File: config.mk
export PLATFORM = sky130hd
export DESIGN_NAME = lru_tracker
export DESIGN_NICKNAME = d
export VERILOG_FILES = /design/src/rtl/lru_tracker.sv
export SDC_FILE = /design/constraint.sdc
export NUM_CORES = 1
export LEC_CHECK = 0
export CAP_MARGIN = 20
export CELL_PAD_IN_SITES_DETAIL_PLACEMENT = 1
export CELL_PAD_IN_SITES_GLOBAL_PLACEMENT = 2
export CORE_ASPECT_RATIO = 0.8
export CORE_MARGIN = 3
export CORE_UTILIZATION = 48
export CTS_BUF_LIST = sky130_fd_sc_hd__clkbuf_4 sky130_fd_sc_hd__clkbuf_8
export CTS_CLUSTER_DIAMETER = 120
export CTS_CLUSTER_SIZE = 14
export DETAILED_ROUTE_END_ITERATION = 8
export GPL_ROUTABILITY_DRIVEN = 0
export GPL_TIMING_DRIVEN = 1
export PLACE_DENSITY = 0.85
export SLEW_MARGIN = 5
export SYNTH_ARGS = -nofsm -noshare
export SYNTH_HDL_FRONTEND = slang
export SYNTH_SLANG_ARGS = --single-unit
File: constraint.sdc
create_clock -name clk_i -period 8.4 [get_ports clk_i]
set_input_delay 1.68 -clock clk_i [delete_from_list [all_inputs] [get_ports clk_i]]
set_output_delay 1.68 -clock clk_i [all_outputs]
set_load 0.03 [all_outputs]
File: src/rtl/lru_tracker.sv
// Per-set true-LRU tracker: valid bit and age rank per way, with touch/allocate/invalidate and a table flush.
// Latency: response registered one cycle after the accepting edge; one request per cycle.
// Backpressure: req_ready_o drops while flushing or while flush_i is raised in IDLE.
module lru_tracker #(
    parameter int NUM_SETS = 64,
    parameter int NUM_WAYS = 4,
    localparam int SET_W = $clog2(NUM_SETS),
    localparam int WAY_W = $clog2(NUM_WAYS)
) (
    input  logic             clk_i,
    input  logic             rst_ni,
    input  logic             req_valid_i,
    output logic             req_ready_o,
    input  logic [1:0]       req_op_i,
    input  logic [SET_W-1:0] req_set_i,
    input  logic [WAY_W-1:0] req_way_i,
    input  logic             flush_i,
    output logic             rsp_valid_o,
    output logic [WAY_W-1:0] rsp_way_o,
    output logic             rsp_evict_o,
    output logic             busy_o
);
    localparam logic [1:0] OP_TOUCH = 2'b00;
    localparam logic [1:0] OP_ALLOC = 2'b01;
    localparam logic [1:0] OP_INVAL = 2'b10;
    localparam logic [1:0] OP_NOP   = 2'b11;

    localparam logic [0:0] ST_IDLE  = 1'b0;
    localparam logic [0:0] ST_FLUSH = 1'b1;

    localparam logic [WAY_W-1:0] AGE_LRU  = WAY_W'(NUM_WAYS - 1);
    localparam logic [SET_W-1:0] LAST_SET = SET_W'(NUM_SETS - 1);

    function automatic logic [NUM_WAYS-1:0][WAY_W-1:0] init_ages();
        logic [NUM_WAYS-1:0][WAY_W-1:0] a;
        for (int w = 0; w < NUM_WAYS; w++) a[w] = WAY_W'(w);
        return a;
    endfunction

    localparam logic [NUM_WAYS-1:0][WAY_W-1:0] INIT_AGE = init_ages();

    logic [NUM_WAYS-1:0]             valid_q [NUM_SETS];
    logic [NUM_WAYS-1:0][WAY_W-1:0]  age_q   [NUM_SETS];

    logic [0:0]       state_q, state_d;
    logic [SET_W-1:0] cnt_q, cnt_d;
    logic             rsp_valid_q;
    logic [WAY_W-1:0] rsp_way_q, rsp_way_d;
    logic             rsp_evict_q, rsp_evict_d;

    logic                            fire;
    logic [NUM_WAYS-1:0]             rd_valid, valid_d;
    logic [NUM_WAYS-1:0][WAY_W-1:0]  rd_age, age_d;
    logic [WAY_W-1:0]                victim, tgt_way, tgt_age;
    logic                            found;

    assign req_ready_o = (state_q == ST_IDLE) && !flush_i;
    assign fire        = req_valid_i && req_ready_o;
    assign busy_o      = (state_q == ST_FLUSH);
    assign rsp_valid_o = rsp_valid_q;
    assign rsp_way_o   = rsp_way_q;
    assign rsp_evict_o = rsp_evict_q;

    always_comb begin
        state_d = state_q;
        cnt_d   = cnt_q;
        if (state_q == ST_IDLE) begin
            if (flush_i) begin
                state_d = ST_FLUSH;
                cnt_d   = '0;
            end
        end else begin
            cnt_d = cnt_q + 1'b1;
            if (cnt_q == LAST_SET) state_d = ST_IDLE;
        end
    end

    // Victim: lowest invalid way first, otherwise the way holding the LRU rank.
    always_comb begin
        rd_valid = valid_q[req_set_i];
        rd_age   = age_q[req_set_i];
        victim   = '0;
        found    = 1'b0;
        for (int w = 0; w < NUM_WAYS; w++) begin
            if (!rd_valid[w] && !found) begin
                victim = WAY_W'(w);
                found  = 1'b1;
            end
        end
        if (!found) begin
            for (int w = 0; w < NUM_WAYS; w++) begin
                if (rd_age[w] == AGE_LRU) victim = WAY_W'(w);
            end
        end

        tgt_way = (req_op_i == OP_ALLOC) ? victim : req_way_i;
        tgt_age = rd_age[tgt_way];
        valid_d = rd_valid;
        age_d   = rd_age;

        case (req_op_i)
            OP_TOUCH, OP_ALLOC: begin
                for (int w = 0; w < NUM_WAYS; w++) begin
                    if (rd_age[w] < tgt_age) age_d[w] = rd_age[w] + 1'b1;
                end
                age_d[tgt_way]   = '0;
                valid_d[tgt_way] = 1'b1;
            end
            OP_INVAL: begin
                for (int w = 0; w < NUM_WAYS; w++) begin
                    if (rd_age[w] > tgt_age) age_d[w] = rd_age[w] - 1'b1;
                end
                age_d[tgt_way]   = AGE_LRU;
                valid_d[tgt_way] = 1'b0;
            end
            default: ;
        endcase

        rsp_way_d   = tgt_way;
        rsp_evict_d = (req_op_i == OP_ALLOC) && rd_valid[victim];
    end

    always_ff @(posedge clk_i) begin
        if (!rst_ni) begin
            for (int s = 0; s < NUM_SETS; s++) begin
                valid_q[s] <= '0;
                age_q[s]   <= INIT_AGE;
            end
        end else if (state_q == ST_FLUSH) begin
            valid_q[cnt_q] <= '0;
            age_q[cnt_q]   <= INIT_AGE;
        end else if (fire && (req_op_i != OP_NOP)) begin
            valid_q[req_set_i] <= valid_d;
            age_q[req_set_i]   <= age_d;
        end
    end

    always_ff @(posedge clk_i) begin
        if (!rst_ni) begin
            state_q     <= ST_IDLE;
            cnt_q       <= '0;
            rsp_valid_q <= 1'b0;
            rsp_way_q   <= '0;
            rsp_evict_q <= 1'b0;
        end else begin
            state_q     <= state_d;
            cnt_q       <= cnt_d;
            rsp_valid_q <= fire;
            if (fire) begin
                rsp_way_q   <= rsp_way_d;
                rsp_evict_q <= rsp_evict_d;
            end
        end
    end
endmodule

=== Word-level counts from Yosys, hierarchy flattened ===
Memory sizes are Yosys's and may differ from the RTL's.
Cells that the tools add are included.

* Bitwise operators: 7
* Muxes and demuxes: 64
* Magnitude comparators: 11
* Reduce and logical (&&, ||, !) cells: 21
* $add $sub $neg: 9
* Eq/ne operators: 8

{| class="wikitable"
|+ Operator list
! operator !! number
|-
| $mux W2 || 26
|-
| $mux W6 || 6
|-
| $mux W1 || 22
|-
| $mux W8 || 2
|-
| $pmux W8 S2 || 1
|-
| $reduce_or A8 Y1 || 2
|-
| $eq A2 B2 Y1 const B || 5
|-
| $add A2 B1 Y2 const B || 4
|-
| $and A8 B8 Y8 || 1
|-
| $gt A2 B2 Y1 || 4
|-
| $logic_and A1 B1 Y1 || 8
|-
| $lt A2 B2 Y1 || 4
|-
| $mux W4 || 2
|-
| $not A8 Y8 || 1
|-
| $or A8 B8 Y8 || 1
|-
| $pmux W4 S2 || 1
|-
| $reduce_or A4 Y1 || 2
|-
| $sub A2 B1 Y2 const B || 4
|-
| $add A6 B1 Y6 const B || 1
|-
| $eq A6 B6 Y1 const B || 1
|-
| $logic_not A1 Y1 || 6
|-
| $lt A2 B3 Y1 const B || 2
|-
| $and A4 B4 Y4 || 1
|-
| $bmux W2 S2 || 1
|-
| 12 further kinds || 12
|}

* Word-level logic and storage cells: 127
* Flip-flop bits (word level): 11
* Output and inout port bits: 6
* RAM bits: 768
* Memories kept: 2
* Input port bits: 14

{| class="wikitable"
|+ Memories
! name !! depth !! bits a word !! read ports !! clocked after Yosys merged registers in !! wr ports !! RTL line !! source
|-
| age_q || 64 || 8 || 1 || 0 || 64 || 43 || <nowiki>logic [NUM_WAYS-1:0][WAY_W-1:0] age_q [NUM_SETS];</nowiki>
|-
| valid_q || 64 || 4 || 1 || 0 || 64 || 42 || <nowiki>logic [NUM_WAYS-1:0] valid_q [NUM_SETS];</nowiki>
|}

=== Longest topological paths before layout ===
An unclocked memory read counts as a cell.

* Depth in word-level cells: 24
* Gate-level depth with buffers: 30
* Mapped depth without buffers: 21

=== Worst setup path after synthesis ===
OpenSTA, ideal clock, no wires.

* Path kind: input to register
* From: input port req_set_i[1]
* To: memory age_q[30][0] (netlist bit) (data pin)
* Data arrival time: 7.674 ns
* Path slack: 0.589 ns
* Data required time: 8.263 ns
* Cell stages on the path: 25
* Buffers on the path: 9
* Setup time: 0.137 ns
* Cells stage by stage: buf_6 > buf_6 > buf_4 > buf_6 > buf_2 > buf_1 > clkbuf_1 > mux4_2 > mux4_2 > mux4_2 > ha_1 > nand3b_1 > or4_1 > nand2_1 > nor2_1 > a211oi_1 > a21oi_1 > ha_1 > or2_2 > o21a_1 > mux2_4 > a211o_1 > buf_6 > buf_12 > nor2_4

{| class="wikitable"
|+ RTL lines
! what !! RTL line !! source
|-
| from (decl) || 15 || <nowiki>input logic [SET_W-1:0] req_set_i,</nowiki>
|-
| to (decl) || 43 ||
|}

==> report_table.html <==
<table>
<tr><th>Metric</th><th>Value</th></tr>
<tr><th colspan="2">Setup path</th></tr>
<tr><td>Critical path's top delay family</td><td>multiplexers</td></tr>
<tr><td>Buf+Inv Stages, Crit Path</td><td>3</td></tr>
<tr><td>Cell with the biggest individual delay on the critical path</td><td>mux4_2</td></tr>
<tr><td>CP peak stage delay</td><td>around 600 ps</td></tr>
<tr><td>Data required time of the critical path</td><td>approximately 9000 ps</td></tr>
<tr><td>Kind of critical path</td><td>input port to flop</td></tr>
<tr><td>Most repeated library cell on the critical path</td><td>mux4_2</td></tr>
<tr><td>Type of element capturing the critical path</td><td>flop</td></tr>
<tr><td>Critical-path maximum fanout</td><td>43</td></tr>
<tr><td>Arrival time at the worst endpoint</td><td>7980 ps</td></tr>
<tr><td>Ordered list of cells on the worst path</td><td>buf_8 &gt; buf_4 &gt; mux4_2 &gt; mux4_2 &gt; mux4_2 &gt; ha_1 &gt; nand3b_1 &gt; or4_1 &gt; nand2_1 &gt; a211oi_1 &gt; a21oi_1 &gt; ha_1 &gt; or2_2 &gt; o21a_1 &gt; mux2_4 &gt; a211o_4 &gt; buf_12 &gt; nor2_4</td></tr>
<tr><td>Category of the worst setup path launch point</td><td>input port</td></tr>
<tr><th colspan="2">Power and ir drop</th></tr>
<tr><td>Combinational fraction of design power</td><td>0.144</td></tr>
<tr><td>Net switching share of the total power</td><td>0.280</td></tr>
<tr><td>Overall power after layout</td><td>approximately 7.5 mW</td></tr>
<tr><td>Sequential share of power</td><td>0.582</td></tr>
<tr><td>Part of the total power dissipated in the clock network</td><td>0.275</td></tr>
<tr><td>Leakage dissipation</td><td>between 10 and 15 nW</td></tr>
<tr><td>Peak supply drop</td><td>slightly above 0.0001 V</td></tr>
<tr><td>Power Internal</td><td>around 5.4 mW</td></tr>
<tr><td>Reported net switching power</td><td>2.11 mW</td></tr>
<tr><td>Power density over the cells</td><td>a little under 200 mW/mm2</td></tr>
<tr><th colspan="2">Synth</th></tr>
<tr><td>Most used flip-flop cell after synthesis</td><td>edfxtp_1</td></tr>
<tr><td>Top cells by area, synth</td><td>edfxtp_1 63%, mux4_2 12%, nor2_1 6.0%</td></tr>
<tr><td>Post-synth top cells</td><td>768 x edfxtp_1, 588 x nor2_1, 514 x nand2_1</td></tr>
<tr><td>Cell type with the largest total area after synthesis</td><td>edfxtp_1</td></tr>
<tr><td>Mapped cell area</td><td>0.0367 mm2</td></tr>
<tr><td>Post-synthesis register bit count</td><td>approximately 800</td></tr>
<tr><td>Sequential cell area fraction in the yosys report</td><td>0.635</td></tr>
<tr><td>Synth Instances</td><td>approximately 2700</td></tr>
<tr><td>Async set or reset register ratio after synthesis</td><td>0</td></tr>
<tr><td>Most numerous cell in the Yosys netlist</td><td>edfxtp_1</td></tr>
<tr><td>Yosys warns</td><td>0</td></tr>
<tr><td>Synth Net Count</td><td>between 2000 and 3000</td></tr>
<tr><td>Unique masters post-synth</td><td>about 90</td></tr>
<tr><td>Portion of synthesized cell area occupied by the leading cell type</td><td>0.629</td></tr>
<tr><td>Post-synth EDFFs</td><td>roughly 770</td></tr>
<tr><td>Synthesized area divided by synthesized cell count</td><td>13.4 um2</td></tr>
<tr><th colspan="2">Cells and area</th></tr>
<tr><td>Final net count</td><td>around 2800</td></tr>
<tr><td>Core Util, Final</td><td>0.522</td></tr>
<tr><td>Signed area change from the synthesized netlist to the final layout</td><td>6.30%</td></tr>
<tr><td>Number of non-filler instances in the completed layout</td><td>around 3800</td></tr>
<tr><td>Post-route cell area</td><td>0.0390 mm2</td></tr>
<tr><td>Number of inserted filler cells in the final layout</td><td>between 7000 and 8000</td></tr>
<tr><td>Share of layout cells above drive strength 1</td><td>0.179</td></tr>
<tr><th colspan="2">Floorplanning</th></tr>
<tr><td>Floorplan die width</td><td>roughly 320 um</td></tr>
<tr><td># IOs</td><td>20</td></tr>
<tr><td>Core Region</td><td>about 0.075 mm2</td></tr>
<tr><td>Initial core utilization</td><td>0.491</td></tr>
<tr><td>Height of the chip</td><td>around 250 um</td></tr>
<tr><td>Die ar.</td><td>0.0798 mm2</td></tr>
<tr><td>Cell Rows</td><td>89</td></tr>
<tr><th colspan="2">Placement</th></tr>
<tr><td>I/O Buffers</td><td>19</td></tr>
<tr><td>Number of cells in the design after placement</td><td>3665</td></tr>
<tr><td>Setup slack at placement</td><td>roughly 370 ps</td></tr>
<tr><td>HPWL after DPL</td><td>between 80000 and 90000 um</td></tr>
<tr><td>Area after detailed placement</td><td>around 0.038 mm2</td></tr>
<tr><th colspan="2">Drt</th></tr>
<tr><td>Number of nets still failing antenna checks after routing</td><td>0</td></tr>
<tr><td>Total DRC errors in the routed layout</td><td>0</td></tr>
<tr><td>Wire length per cell after detailed routing</td><td>~31 um</td></tr>
<tr><td>Vias/cell</td><td>roughly 6.5</td></tr>
<tr><td>Count of vias placed by the detailed router</td><td>roughly 24000</td></tr>
<tr><td>Pre-antenna DRT Iters</td><td>5</td></tr>
<tr><td>Initial DRC Count</td><td>approximately 3100</td></tr>
<tr><td>Routed WL</td><td>118000 um</td></tr>
<tr><th colspan="2">STA</th></tr>
<tr><td>Worst hold slack</td><td>~560 ps</td></tr>
<tr><td>Layout Skew</td><td>about 46 ps</td></tr>
<tr><td>Worst relative slew slack</td><td>0.245</td></tr>
<tr><td>Setup ws final</td><td>about 1000 ps</td></tr>
<tr><td>Tightest Pin Transition</td><td>approximately 1100 ps</td></tr>
<tr><td>Final-report max-slew violation count</td><td>0</td></tr>
<tr><td>Final setup viols</td><td>0</td></tr>
<tr><td>Period Utilization, post-route</td><td>0.879</td></tr>
<tr><td>Unrepaired setup endpoints after global routing</td><td>no</td></tr>
<tr><td>Summed negative setup slack over all endpoints</td><td>0 ps</td></tr>
<tr><td>Max Fclk</td><td>135 MHz</td></tr>
<tr><td>Final Critical Period</td><td>~7400 ps</td></tr>
<tr><td>Hold Vio Cnt, Final</td><td>0</td></tr>
<tr><th colspan="2">Clocking</th></tr>
<tr><td>Clock tree from TritonCTS</td><td>yes</td></tr>
<tr><td>Post_cts resized</td><td>0</td></tr>
<tr><td>CTS Buf Count</td><td>~60</td></tr>
<tr><td>CTS root buffer</td><td>clkbuf_8</td></tr>
<tr><td>Clock-pin slew reported for the worst setup and hold paths after clock tree synthesis</td><td>about 110 ps</td></tr>
<tr><td>Number of clock sinks seen by CTS</td><td>between 700 and 800</td></tr>
<tr><td>Number of buffers inserted by hold repair at cts</td><td>0</td></tr>
<tr><td>Count of H-tree levels built during CTS</td><td>2</td></tr>
<tr><td>Max Buffers Root-to-Sink</td><td>3</td></tr>
<tr><td>Setup fix buffers added after clock tree synthesis</td><td>0</td></tr>
<tr><td>Clock latency reported for the late side of the worst-skew pair</td><td>approximately 770 ps</td></tr>
<tr><th colspan="2">GRT</th></tr>
<tr><td>Antenna violations before repair</td><td>2</td></tr>
<tr><td>Via count of the first global-routing pass</td><td>~25000</td></tr>
<tr><td>Congestion Overflow GR</td><td>0</td></tr>
<tr><td>Global-route wire length before repair</td><td>~170000 um</td></tr>
<tr><td>Maximum number of pins on one net before global-route repair</td><td>between 70 and 80</td></tr>
<tr><td>Tot GR Track Use</td><td>0.298</td></tr>
<tr><th colspan="2">Status</th></tr>
<tr><td>Outcome</td><td>complete, no violations</td></tr>
<tr><th colspan="2">Run</th></tr>
<tr><td>Max_cap viols</td><td>0</td></tr>
<tr><th colspan="2">Hold path</th></tr>
<tr><td>Class of the most critical hold timing path</td><td>flop to flop</td></tr>
</table>
power by group through the flow:
stage	registers [mW]	logic, mW	clock network [mW]
floorplan	4.44	0.691	0
global placement	4.45	1.03	0
detailed placement	4.46	1.06	0
CTS	4.37	1.06	2.08
global route	4.38	1.12	2.21
finish	4.37	1.08	2.06
final cells by class:
class	count	area [um2]	area share
sequential	779	23300	0.597
inverter	18	67.6	0.00173
tap	1001	1250	0.0321
antenna	1	2.50	0.0000642
timing repair buffer	115	1050	0.0271
clock inverter	4	32.5	0.000834
multi-input combinational	1753	12300	0.315
clock buffer	85	1020	0.0262
routing by layer:
layer / track usage / up-vias / part of all wire / wire length [um]
met5: 0 / - / 0 / 0
met1: 0.436 / 12674 / 0.41 / 48100
met4: 0.0935 / 0 / 0.034 / 3950
met2: 0.444 / 1392 / 0.44 / 52200
li1: - / 9962 / - / -
met3: 0.0727 / 209 / 0.11 / 13500
logic make-up after synthesis:
logic type                 after synthesis  share of synthesized area
and+or+nand+nor                       1304                      0.154
buffers and inverters                  200                     0.0330
DFF                                    779                      0.635
adders and majority gates               12                    0.00389
AOI/OAI and AO/OA                      187                     0.0396
muxes                                  250                      0.135
cell usage in the layout, fill, tap and decap left out, types with 9 or more instances in the layout:
cell type	instances
clkbuf_8	61
nor2b_1	14
a22oi_1	28
mux4_2	194
buf_12	12
inv_1	15
o21ai_0	30
nor2_1	580
a21oi_1	28
dfxtp_1	11
and2_1	11
nor2_2	11
ha_1	9
buf_4	85
nand2_1	512
clkbuf_4	24
mux2i_1	47
a22o_1	11
nor3_1	46
nand3_1	22
nor2_4	59
edfxtp_1	768
clkdlybuf4s50_1	14
flip-flops by register name (all words and copies together) (netlist names):
name and count:
age_q 512, valid_q 256, cnt_q 6, rsp_way_o 2
busy_o 1, rsp_evict_o 1, rsp_valid_o 1
path summary, 6_finish.rpt:
check                                  start                         end  slack [ps]  cells past startpoint
setup / recovery                req_set_i[0]  age_q[17][0]$_SDFFCE_PN0P_        1020                     18
hold / removal         cnt_q[2]$_SDFFE_PN0N_       cnt_q[2]$_SDFFE_PN0N_         560                      1
setup reg to reg  age_q[58][5]$_SDFFCE_PN1P_  age_q[17][0]$_SDFFCE_PN0P_        2300                     18
hold reg to reg        cnt_q[2]$_SDFFE_PN0N_       cnt_q[2]$_SDFFE_PN0N_         560                      1
Power figures use the tool's default switching activity.
